--- src/rtl/cpu_defs.sv ---
// Shared definitions for the bus-based CPU control path: opcodes, IR field
// positions, sequencer states and instruction classes.
package cpu_defs;

  localparam int OPW_DEFAULT = 5;

  localparam int OP_MSB = 31;
  localparam int OP_LSB = 27;
  localparam int RA_MSB = 26;
  localparam int RA_LSB = 23;
  localparam int RB_MSB = 22;
  localparam int RB_LSB = 19;
  localparam int RC_MSB = 18;
  localparam int RC_LSB = 15;

  localparam logic [4:0] OP_ADD      = 5'b00011;
  localparam logic [4:0] OP_SUB      = 5'b00100;
  localparam logic [4:0] OP_AND      = 5'b00101;
  localparam logic [4:0] OP_OR       = 5'b00110;
  localparam logic [4:0] OP_ALU_LAST = 5'b01011;
  localparam logic [4:0] OP_ADDI     = 5'b01100;
  localparam logic [4:0] OP_ANDI     = 5'b01101;
  localparam logic [4:0] OP_ORI      = 5'b01110;
  localparam logic [4:0] OP_MUL      = 5'b01111;
  localparam logic [4:0] OP_DIV      = 5'b10000;
  localparam logic [4:0] OP_NEG      = 5'b10001;
  localparam logic [4:0] OP_NOT      = 5'b10010;
  localparam logic [4:0] OP_NOP      = 5'b11010;
  localparam logic [4:0] OP_HALT     = 5'b11011;

  typedef enum logic [3:0] {
    S_RESET,
    S_T0,
    S_T1,
    S_T2,
    S_T3,
    S_T4,
    S_T5,
    S_T6,
    S_HALT
  } state_t;

  typedef enum logic [2:0] {
    C_ALU3,
    C_IMM,
    C_MULDIV,
    C_UNARY,
    C_NOP,
    C_HALT
  } op_class_t;

endpackage

--- src/rtl/op_decode.sv ---
// Classifies a latched opcode and produces the ALU operation it drives.
// Undefined opcodes fall into the NOP class.
module op_decode
  import cpu_defs::*;
#(
  parameter int OPW = OPW_DEFAULT
) (
  input  logic [OPW-1:0] opcode,
  output op_class_t      op_class,
  output logic [OPW-1:0] alu_op
);

  always_comb begin
    op_class = C_NOP;
    alu_op   = '0;
    if (opcode >= OPW'(OP_ADD) && opcode <= OPW'(OP_ALU_LAST)) begin
      op_class = C_ALU3;
      alu_op   = opcode;
    end else begin
      case (opcode)
        OPW'(OP_ADDI): begin
          op_class = C_IMM;
          alu_op   = OPW'(OP_ADD);
        end
        OPW'(OP_ANDI): begin
          op_class = C_IMM;
          alu_op   = OPW'(OP_AND);
        end
        OPW'(OP_ORI): begin
          op_class = C_IMM;
          alu_op   = OPW'(OP_OR);
        end
        OPW'(OP_MUL), OPW'(OP_DIV): begin
          op_class = C_MULDIV;
          alu_op   = opcode;
        end
        OPW'(OP_NEG), OPW'(OP_NOT): begin
          op_class = C_UNARY;
          alu_op   = opcode;
        end
        OPW'(OP_HALT): op_class = C_HALT;
        default:       op_class = C_NOP;
      endcase
    end
  end

endmodule

--- src/rtl/control_sequencer.sv ---
// Hardwired fetch/execute sequencer for the bus CPU. Moore outputs decoded from
// the state register and the opcode captured at the end of fetch.
//
// state   | meaning
// RESET   | held while clear is high, all outputs 0
// T0..T2  | fetch: PC to MAR, memory read into MDR, MDR to IR
// T3..T6  | execute, length depends on the opcode class
// HALT    | stopped until clear, run=0
module control_sequencer
  import cpu_defs::*;
#(
  parameter int OPW = OPW_DEFAULT
) (
  input  logic           clock,
  input  logic           clear,
  input  logic [31:0]    IR,
  output logic           PCout,
  output logic           ZLOout,
  output logic           ZHIout,
  output logic           MDRout,
  output logic           Cout,
  output logic           PCin,
  output logic           MARin,
  output logic           MDRin,
  output logic           IRin,
  output logic           Yin,
  output logic           Zlowin,
  output logic           Zhighin,
  output logic           LOin,
  output logic           HIin,
  output logic           IncPC,
  output logic           read,
  output logic [OPW-1:0] operation,
  output logic           Gra,
  output logic           Grb,
  output logic           Grc,
  output logic           Rin,
  output logic           Rout,
  output logic           run
);

  state_t          state, state_nxt;
  logic [OPW-1:0]  opcode_q;
  op_class_t       op_class;
  logic [OPW-1:0]  alu_op;
  logic            unused_ir;

  // Register fields are consumed by the select/encode logic, not here.
  assign unused_ir = ^IR[OP_LSB-1:0];

  op_decode #(.OPW(OPW)) u_op_decode (
    .opcode   (opcode_q),
    .op_class (op_class),
    .alu_op   (alu_op)
  );

  always_ff @(posedge clock or posedge clear) begin
    if (clear) begin
      state    <= S_RESET;
      opcode_q <= '0;
    end else begin
      state <= state_nxt;
      if (state == S_T2) opcode_q <= OPW'(IR[OP_MSB:OP_LSB]);
    end
  end

  always_comb begin
    state_nxt = state;
    PCout     = 1'b0;
    ZLOout    = 1'b0;
    ZHIout    = 1'b0;
    MDRout    = 1'b0;
    Cout      = 1'b0;
    PCin      = 1'b0;
    MARin     = 1'b0;
    MDRin     = 1'b0;
    IRin      = 1'b0;
    Yin       = 1'b0;
    Zlowin    = 1'b0;
    Zhighin   = 1'b0;
    LOin      = 1'b0;
    HIin      = 1'b0;
    IncPC     = 1'b0;
    read      = 1'b0;
    operation = '0;
    Gra       = 1'b0;
    Grb       = 1'b0;
    Grc       = 1'b0;
    Rin       = 1'b0;
    Rout      = 1'b0;
    run       = (state != S_RESET) && (state != S_HALT);

    case (state)
      S_RESET: state_nxt = S_T0;
      S_T0: begin
        PCout     = 1'b1;
        MARin     = 1'b1;
        IncPC     = 1'b1;
        Zlowin    = 1'b1;
        state_nxt = S_T1;
      end
      S_T1: begin
        ZLOout    = 1'b1;
        PCin      = 1'b1;
        read      = 1'b1;
        MDRin     = 1'b1;
        state_nxt = S_T2;
      end
      S_T2: begin
        MDRout    = 1'b1;
        IRin      = 1'b1;
        state_nxt = S_T3;
      end
      S_T3: begin
        state_nxt = S_T4;
        case (op_class)
          C_ALU3, C_IMM: begin
            Grb  = 1'b1;
            Rout = 1'b1;
            Yin  = 1'b1;
          end
          C_MULDIV: begin
            Gra  = 1'b1;
            Rout = 1'b1;
            Yin  = 1'b1;
          end
          C_UNARY: begin
            Grb       = 1'b1;
            Rout      = 1'b1;
            operation = alu_op;
            Zlowin    = 1'b1;
          end
          C_HALT:  state_nxt = S_HALT;
          default: state_nxt = S_T0;
        endcase
      end
      S_T4: begin
        state_nxt = S_T5;
        case (op_class)
          C_ALU3: begin
            Grc       = 1'b1;
            Rout      = 1'b1;
            operation = alu_op;
            Zlowin    = 1'b1;
          end
          C_IMM: begin
            Cout      = 1'b1;
            operation = alu_op;
            Zlowin    = 1'b1;
          end
          C_MULDIV: begin
            Grb       = 1'b1;
            Rout      = 1'b1;
            operation = alu_op;
            Zlowin    = 1'b1;
            Zhighin   = 1'b1;
          end
          C_UNARY: begin
            ZLOout    = 1'b1;
            Gra       = 1'b1;
            Rin       = 1'b1;
            state_nxt = S_T0;
          end
          default: state_nxt = S_T0;
        endcase
      end
      S_T5: begin
        state_nxt = S_T0;
        ZLOout    = 1'b1;
        if (op_class == C_MULDIV) begin
          LOin      = 1'b1;
          state_nxt = S_T6;
        end else begin
          Gra = 1'b1;
          Rin = 1'b1;
        end
      end
      S_T6: begin
        ZHIout    = 1'b1;
        HIin      = 1'b1;
        state_nxt = S_T0;
      end
      S_HALT:  state_nxt = S_HALT;
      default: state_nxt = S_RESET;
    endcase
  end

endmodule

--- config.mk ---
export PLATFORM = sky130hd
export DESIGN_NAME = control_sequencer
export DESIGN_NICKNAME = d
export VERILOG_FILES = /design/src/rtl/cpu_defs.sv /design/src/rtl/op_decode.sv /design/src/rtl/control_sequencer.sv
export SDC_FILE = /design/constraint.sdc
export NUM_CORES = 1
export LEC_CHECK = 0
export ABC_AREA = 1
export CAP_MARGIN = 20
export CORE_MARGIN = 2
export CORE_UTILIZATION = 31
export CTS_BUF_LIST = sky130_fd_sc_hd__clkbuf_8
export DETAILED_ROUTE_END_ITERATION = 12
export PLACE_DENSITY_LB_ADDON = 0.1
export SLEW_MARGIN = 40
export SYNTH_ARGS = -nofsm -noshare
export SYNTH_HDL_FRONTEND = slang
export SYNTH_SLANG_ARGS = --single-unit
export TNS_END_PERCENT = 10
--- constraint.sdc ---
create_clock -name clock -period 1.4 [get_ports clock]
set_clock_uncertainty 0.1 [all_clocks]
set_input_delay 0.28 -clock clock [delete_from_list [all_inputs] [get_ports clock]]
set_output_delay 0.28 -clock clock [all_outputs]
set_load 0.05 [all_outputs]
After elaboration in Yosys (flattened, before gate mapping)
Cells that the tools add are included.
{"block": "word_totals", "ff_bits": 9, "wordCells": 75}
{"block": "op_classes", "order_cmp": 2, "eq_ne": 21, "mux": 35, "reduce_logical": 15}
{"operator": "case mux 4 bit (8 select lines)", "n": 1}
{"operator": "equality test 5 x 4 -> 1 bit (second input constant)", "n": 4}
{"operator": "equality test 5 bit (second input constant)", "n": 4}
{"operator": "case mux 5 bit (4 select lines)", "n": 1}
{"operator": "two-way mux 1 bit", "n": 18}
{"operator": "equality test 4 x 3 -> 1 bit (second input constant)", "n": 4}
{"operator": "two-way mux 5 bit", "n": 3}
{"operator": "case mux 3 bit (4 select lines)", "n": 1}
{"operator": "case mux 5 bit (2 select lines)", "n": 1}
{"operator": "OR reduction 2 bit", "n": 5}
{"operator": "two-way mux 3 bit", "n": 3}
{"operator": "OR reduction 3 bit", "n": 3}
{"operator": "equality test 4 x 2 -> 1 bit (second input constant)", "n": 2}
{"operator": "case mux 1 bit (2 select lines)", "n": 4}
{"operator": "case mux 4 bit (2 select lines)", "n": 1}
{"operator": "OR reduction 4 bit", "n": 2}
{"operator": "equality test 3 x 2 -> 1 bit (second input constant)", "n": 2}
{"operator": "case mux 1 bit (3 select lines)", "n": 2}
{"operator": "greater-or-equal comparator 5 x 2 -> 1 bit (second input constant)", "n": 1}
{"operator": "less-or-equal comparator 5 x 4 -> 1 bit (second input constant)", "n": 1}
{"operator": "equality test 4 x 1 -> 1 bit (second input constant)", "n": 1}
{"operator": "equality test 4 bit (second input constant)", "n": 1}
{"operator": "zero test 4 bit", "n": 1}
{"operator": "inequality test 4 bit (second input constant)", "n": 1}
{"operator": "other kinds (5)", "n": 6}

Depth between registers and ports, before layout
{"block": "logic_depth", "word_depth": 8, "ltp_mapped": 9}

Hierarchy
A second synthesis with hierarchy kept.
{"block": "hier_totals", "hier_cells": 149, "hier_area_um2": 859.6}
{"module": "control_sequencer", "n_inst": 1, "cells_each": 117, "area_per_inst_um2": 708.2}
{"module": "op_decode", "n_inst": 1, "cells_each": 32, "area_per_inst_um2": 151.4}

Least setup slack after synthesis
OpenSTA, ideal clock, no wires.
{"block": "synth_path", "kind": "flip-flop to output port", "startpoint": "register opcode_q[1]", "endpoint": "output Gra", "arrival_time_ns": 1.930, "required_time_ns": 1.020, "setup_slack_ns": -0.910, "stages_incl_launch_ff": 8, "n_path_buf": 0, "cell_sequence": "dfrtp_1 > nand2_2 > inv_2 > nand3_2 > nand2_4 > o21ai_1 > inv_1 > nand2_1"}
{"block": "synth_between", "elab_chain_len": 7, "word_cells_on_any_way": 22, "cone_classes": "order compare (2); eq/ne (10); mux (6); reduce/logical (4)"}
{"element": "start, declared", "line": "control_sequencer.sv:43", "source": "logic [OPW-1:0] opcode_q;"}
{"element": "start signal, assigned", "line": "control_sequencer.sv:63", "source": "if (state == S_T2) opcode_q <= OPW'(IR[OP_MSB:OP_LSB]);"}
{"element": "equality test 5 x 4 -> 1 bit or equality test 5 bit (tied branches)", "line": "op_decode.sv:20", "source": "case (opcode)"}
{"element": "OR reduction 3 bit (no line) or OR reduction 2 bit (tied branches)"}
{"element": "case mux 3 bit (4 select lines)", "line": "op_decode.sv:20"}
{"element": "two-way mux 3 bit (*)", "line": "op_decode.sv:16", "source": "if (opcode >= OPW'(OP_ADD) && opcode <= OPW'(OP_ALU_LAST)) begin"}
{"element": "equality test 3 x 2 -> 1 bit (on tied branches)", "line": "control_sequencer.sv:116, control_sequencer.sv:170, control_sequencer.sv:139"}
{"element": "two-way mux 1 bit (on tied branches)", "line": "control_sequencer.sv:170, control_sequencer.sv:116, control_sequencer.sv:139"}
{"element": "case mux 1 bit (3 select lines) (*)", "line": "control_sequencer.sv:93", "source": "case (state)"}
{"element": "end, declared", "line": "control_sequencer.sv:34", "source": "output logic Gra,"}
Every way passes the cells marked *; elsewhere a longest branch is shown, timed or not.

Worst setup path in the final report
{"block": "layout_path", "startpoint": "register opcode_q[3]", "endpoint": "output operation[1]"}
{"block": "layout_between", "elab_chain_len": 8, "word_cells_on_any_way": 27, "cone_classes": "order compare (2); eq/ne (11); mux (7); reduce/logical (7)"}
{"element": "equality test 5 x 4 -> 1 bit or equality test 5 bit (tied branches)", "line": "op_decode.sv:20"}
{"element": "OR reduction 3 bit (no line) or OR reduction 2 bit (tied branches)"}
{"element": "case mux 3 bit (4 select lines)", "line": "op_decode.sv:20"}
{"element": "two-way mux 3 bit", "line": "op_decode.sv:16"}
{"element": "equality test 3 x 2 -> 1 bit, or another cell as far along", "line": "control_sequencer.sv:139", "source": "case (op_class)"}
{"element": "OR reduction 3 bit (no line)"}
{"element": "two-way mux 5 bit", "line": "control_sequencer.sv:139"}
{"element": "case mux 5 bit (2 select lines) (*)", "line": "control_sequencer.sv:93"}
{"element": "end, declared", "line": "control_sequencer.sv:33", "source": "output logic [OPW-1:0] operation,"}
Marks and branches as above.

==> impl_metrics.yaml <==
sta:
  max_slew_margin_pct: 77.5
  worst_pin_slew_ps: 336
  finalHoldViolCount: 0
  setup_ws_ps: -669
  slew_violations: 0
  fmax_mhz: 483
  rsz0062_at_grt: "yes"
  finalSetupViolCount: 32
  fin_crit_ps: 2070
  min_period_over_period_pct: 148
critical_path:
  cp-end-kind: "output port"
  cp_slowest_cell: "dfrtp_2"
  cpPeakStageDelay_ps: 420
  cp.required_ps: 1020
  worst-path-max-fanout: 5
  worstPathCellList: "buf_4 -> nand3_4 -> nor2_2 -> nand2_1 -> nand3_2 -> nor2_4 -> buf_12 -> nor2_4 -> buf_12"
  crit_arrival_ps: 1690
  critPathTopFamily: "simple AND/OR/NAND/NOR gates"
  startpoint_type: "register"
  worst-setup-path-type: "reg -> out"
  path_buf_inv: 3
global_route:
  grt_max_degree: 10
  grt_pass1_wl_um: 4490
  grt_pass1_vias: 1055
  gr-total-overflow: 0
  grt_usage_pct: 20.7
  antenna_found_initial: 0
outcome:
  status: "finished with violations"
  violations: "negative setup slack"
run:
  drv_cap: 0
power:
  powerDensity_mw_per_mm2: 2540
  power_mw: 5.15
  combPwrFrac_pct: 84.2
  p_int_mw: 2.55
  p_sw_share_pct: 50.6
  seqPwrFrac_pct: 10.3
  p_leak_nw: 0.955
  switching_power_mw: 2.61
  clkPwrFrac_pct: 5.5
  max-vdd-ir-drop_mv: 2.55
synth:
  syn_inst: 127
  synth_area_um2: 795
  synth_area_leaders: "dfrtp_1, nand2_1, nor2_1"
  syn_avg_cell_area_um2: 6.26
  ys_types: 20
  synth_top_area_share_pct: 28.3
  seq_area_frac_synth_pct: 28.3
  yosysWarningCount: 0
  ys_seq_elements: 9
  synth_nets: 161
  yosys.area.top_type: "dfrtp_1"
placement:
  port_buffers: 33
  place_ws_ps: -457
  dp_hpwl_um: 2120
  globalplace.congestion: 0.879
floorplanning:
  die_w_um: 54.6
  row_count: 18
  num_io_pins: 61
  die_area_mm2: 0.00298
  initial_core_util_pct: 32.4
  core_mm2: 0.00245
  die_h_um: 54.6
finish:
  final_util_pct: 82.8
  diodes: 0
  drive_gt1_share_pct: 67.3
  layout.nets: 237
  syn_to_final_growth_pct: 156
clocking:
  clock_sinks: 9
  htree_levels: 1
  clk_pin_slew_worst_paths_ps: 40
  cts_tree: "yes"
  root_buffer: "clkbuf_8"
  clk_latency_ps: 230
  postCtsHoldBufs: 0
  cts_buffer_depth: 2
  numCtsBuffers: 3
detailed_routing:
  wl_met1_um: 1140
  wl_met2_um: 1600
  wire_per_inst_um: 12.5
  drtIter0Drc: 8
  routed.top_layer: "met4"
  wl_met3_um: 89
  antenna_left: 0
  drc: 0
  vias: 1098
  wirelength_um: 2910
  first_pass_iters: 4
  avgViaCountPerCell: 4.73
hold_path:
  hold_class: "in -> async"
-- final timing paths --
path	from	to	slack [ps]	cells after the start
max	opcode_q[3]	operation[1]	-670	9
min	clear	opcode_q[0]	210	2
max reg2reg	opcode_q[3]	state[2]	-310	9
min reg2reg	state[3]	state[3]	580	3
max in group asynchronous	clear	opcode_q[2]	720	2
min in group clock	IR[27]	opcode_q[0]	490	3
-- power groups by stage --
stage                     combinational (mW)  sequential (mW)  clock (mW)
after floorplan                         1.98            0.489           0
after global placement                  3.58            0.482           0
after detailed placement                3.64            0.492           0
after CTS                               4.08            0.517       0.289
after global routing                    4.58            0.547       0.307
final                                   4.34            0.530       0.286
-- per-stage QoR --
step                      hold slack (ps)  cells  setup TNS [ps]  area [um2]
after global placement                451    218           -7170        1710
after global routing                  252    232          -16200        2030
after CTS                             223    227          -12430        1940
after detailed placement              465    218           -8190        1710
final                                 209    232          -13520        2030
after floorplan                      7.92    127           -5660         895
-- flip-flops by register name (all words and copies together) (netlist names) --
name	cells
state	4
opcode_q	5
-- cell usage after synthesis, drive strengths merged --
library cell  instances
nor2                 24
buf                   8
nand3                16
o311ai                1
nand4                 3
nand2                31
nor3                  1
a21oi                 5
inv                  21
o21ai                 8
dfrtp                 9
-- placed cells by master (no fill, tap or decap) --
master,count
clkbuf_8,3
nand3_1,7
dfrtp_2,2
nor3_4,1
a21oi_2,3
nor2_1,4
dfrtp_1,7
nor2_4,17
inv_2,9
nand4_1,3
a21oi_1,2
o21ai_2,1
o311ai_0,1
nand2_1,20
nand2_2,7
nand3_2,6
nand2_4,4
o21ai_4,1
buf_6,8
nor2_2,3
nand3_4,3
buf_12,26
inv_1,10
clkdlybuf4s50_1,6
o21ai_1,3
inv_4,3
buf_4,39
o21ai_0,3
-- metal layers --
metal	up-vias	track usage (%)
met5	-	0
met4	0	8.33
met3	8	3.01
met2	25	37.3
met1	512	24.1
li1	553	-
-- timing repair --
action                                  4_1_cts  5_1_grt
endpoints found under the setup margin       35       35
resized for setup                            37       21
setup buffers                                 5        5
pin swaps                                     8        7
-- cell families after synthesis --
family / count (synthesis) / share of synthesized area (%)
AO/OA/AOI/OAI: 14 / 9.29
buffers and inverters: 29 / 17.6
flip-flops: 9 / 28.3
AND/OR/NAND/NOR: 75 / 44.7
-- cell type report --
| class | instances | area [um2] |
|---|---|---|
| clock buffers | 3 | 41.3 |
| clock inverters | 1 | 3.75 |
| fillers | 137 | 423 |
| inverters | 21 | 86.3 |
| multi-input cells | 89 | 672 |
| flip-flops and latches | 9 | 228 |
| well taps | 30 | 37.5 |
| repair buffers | 79 | 963 |
Note: power is estimated with default switching activity, not from simulation.
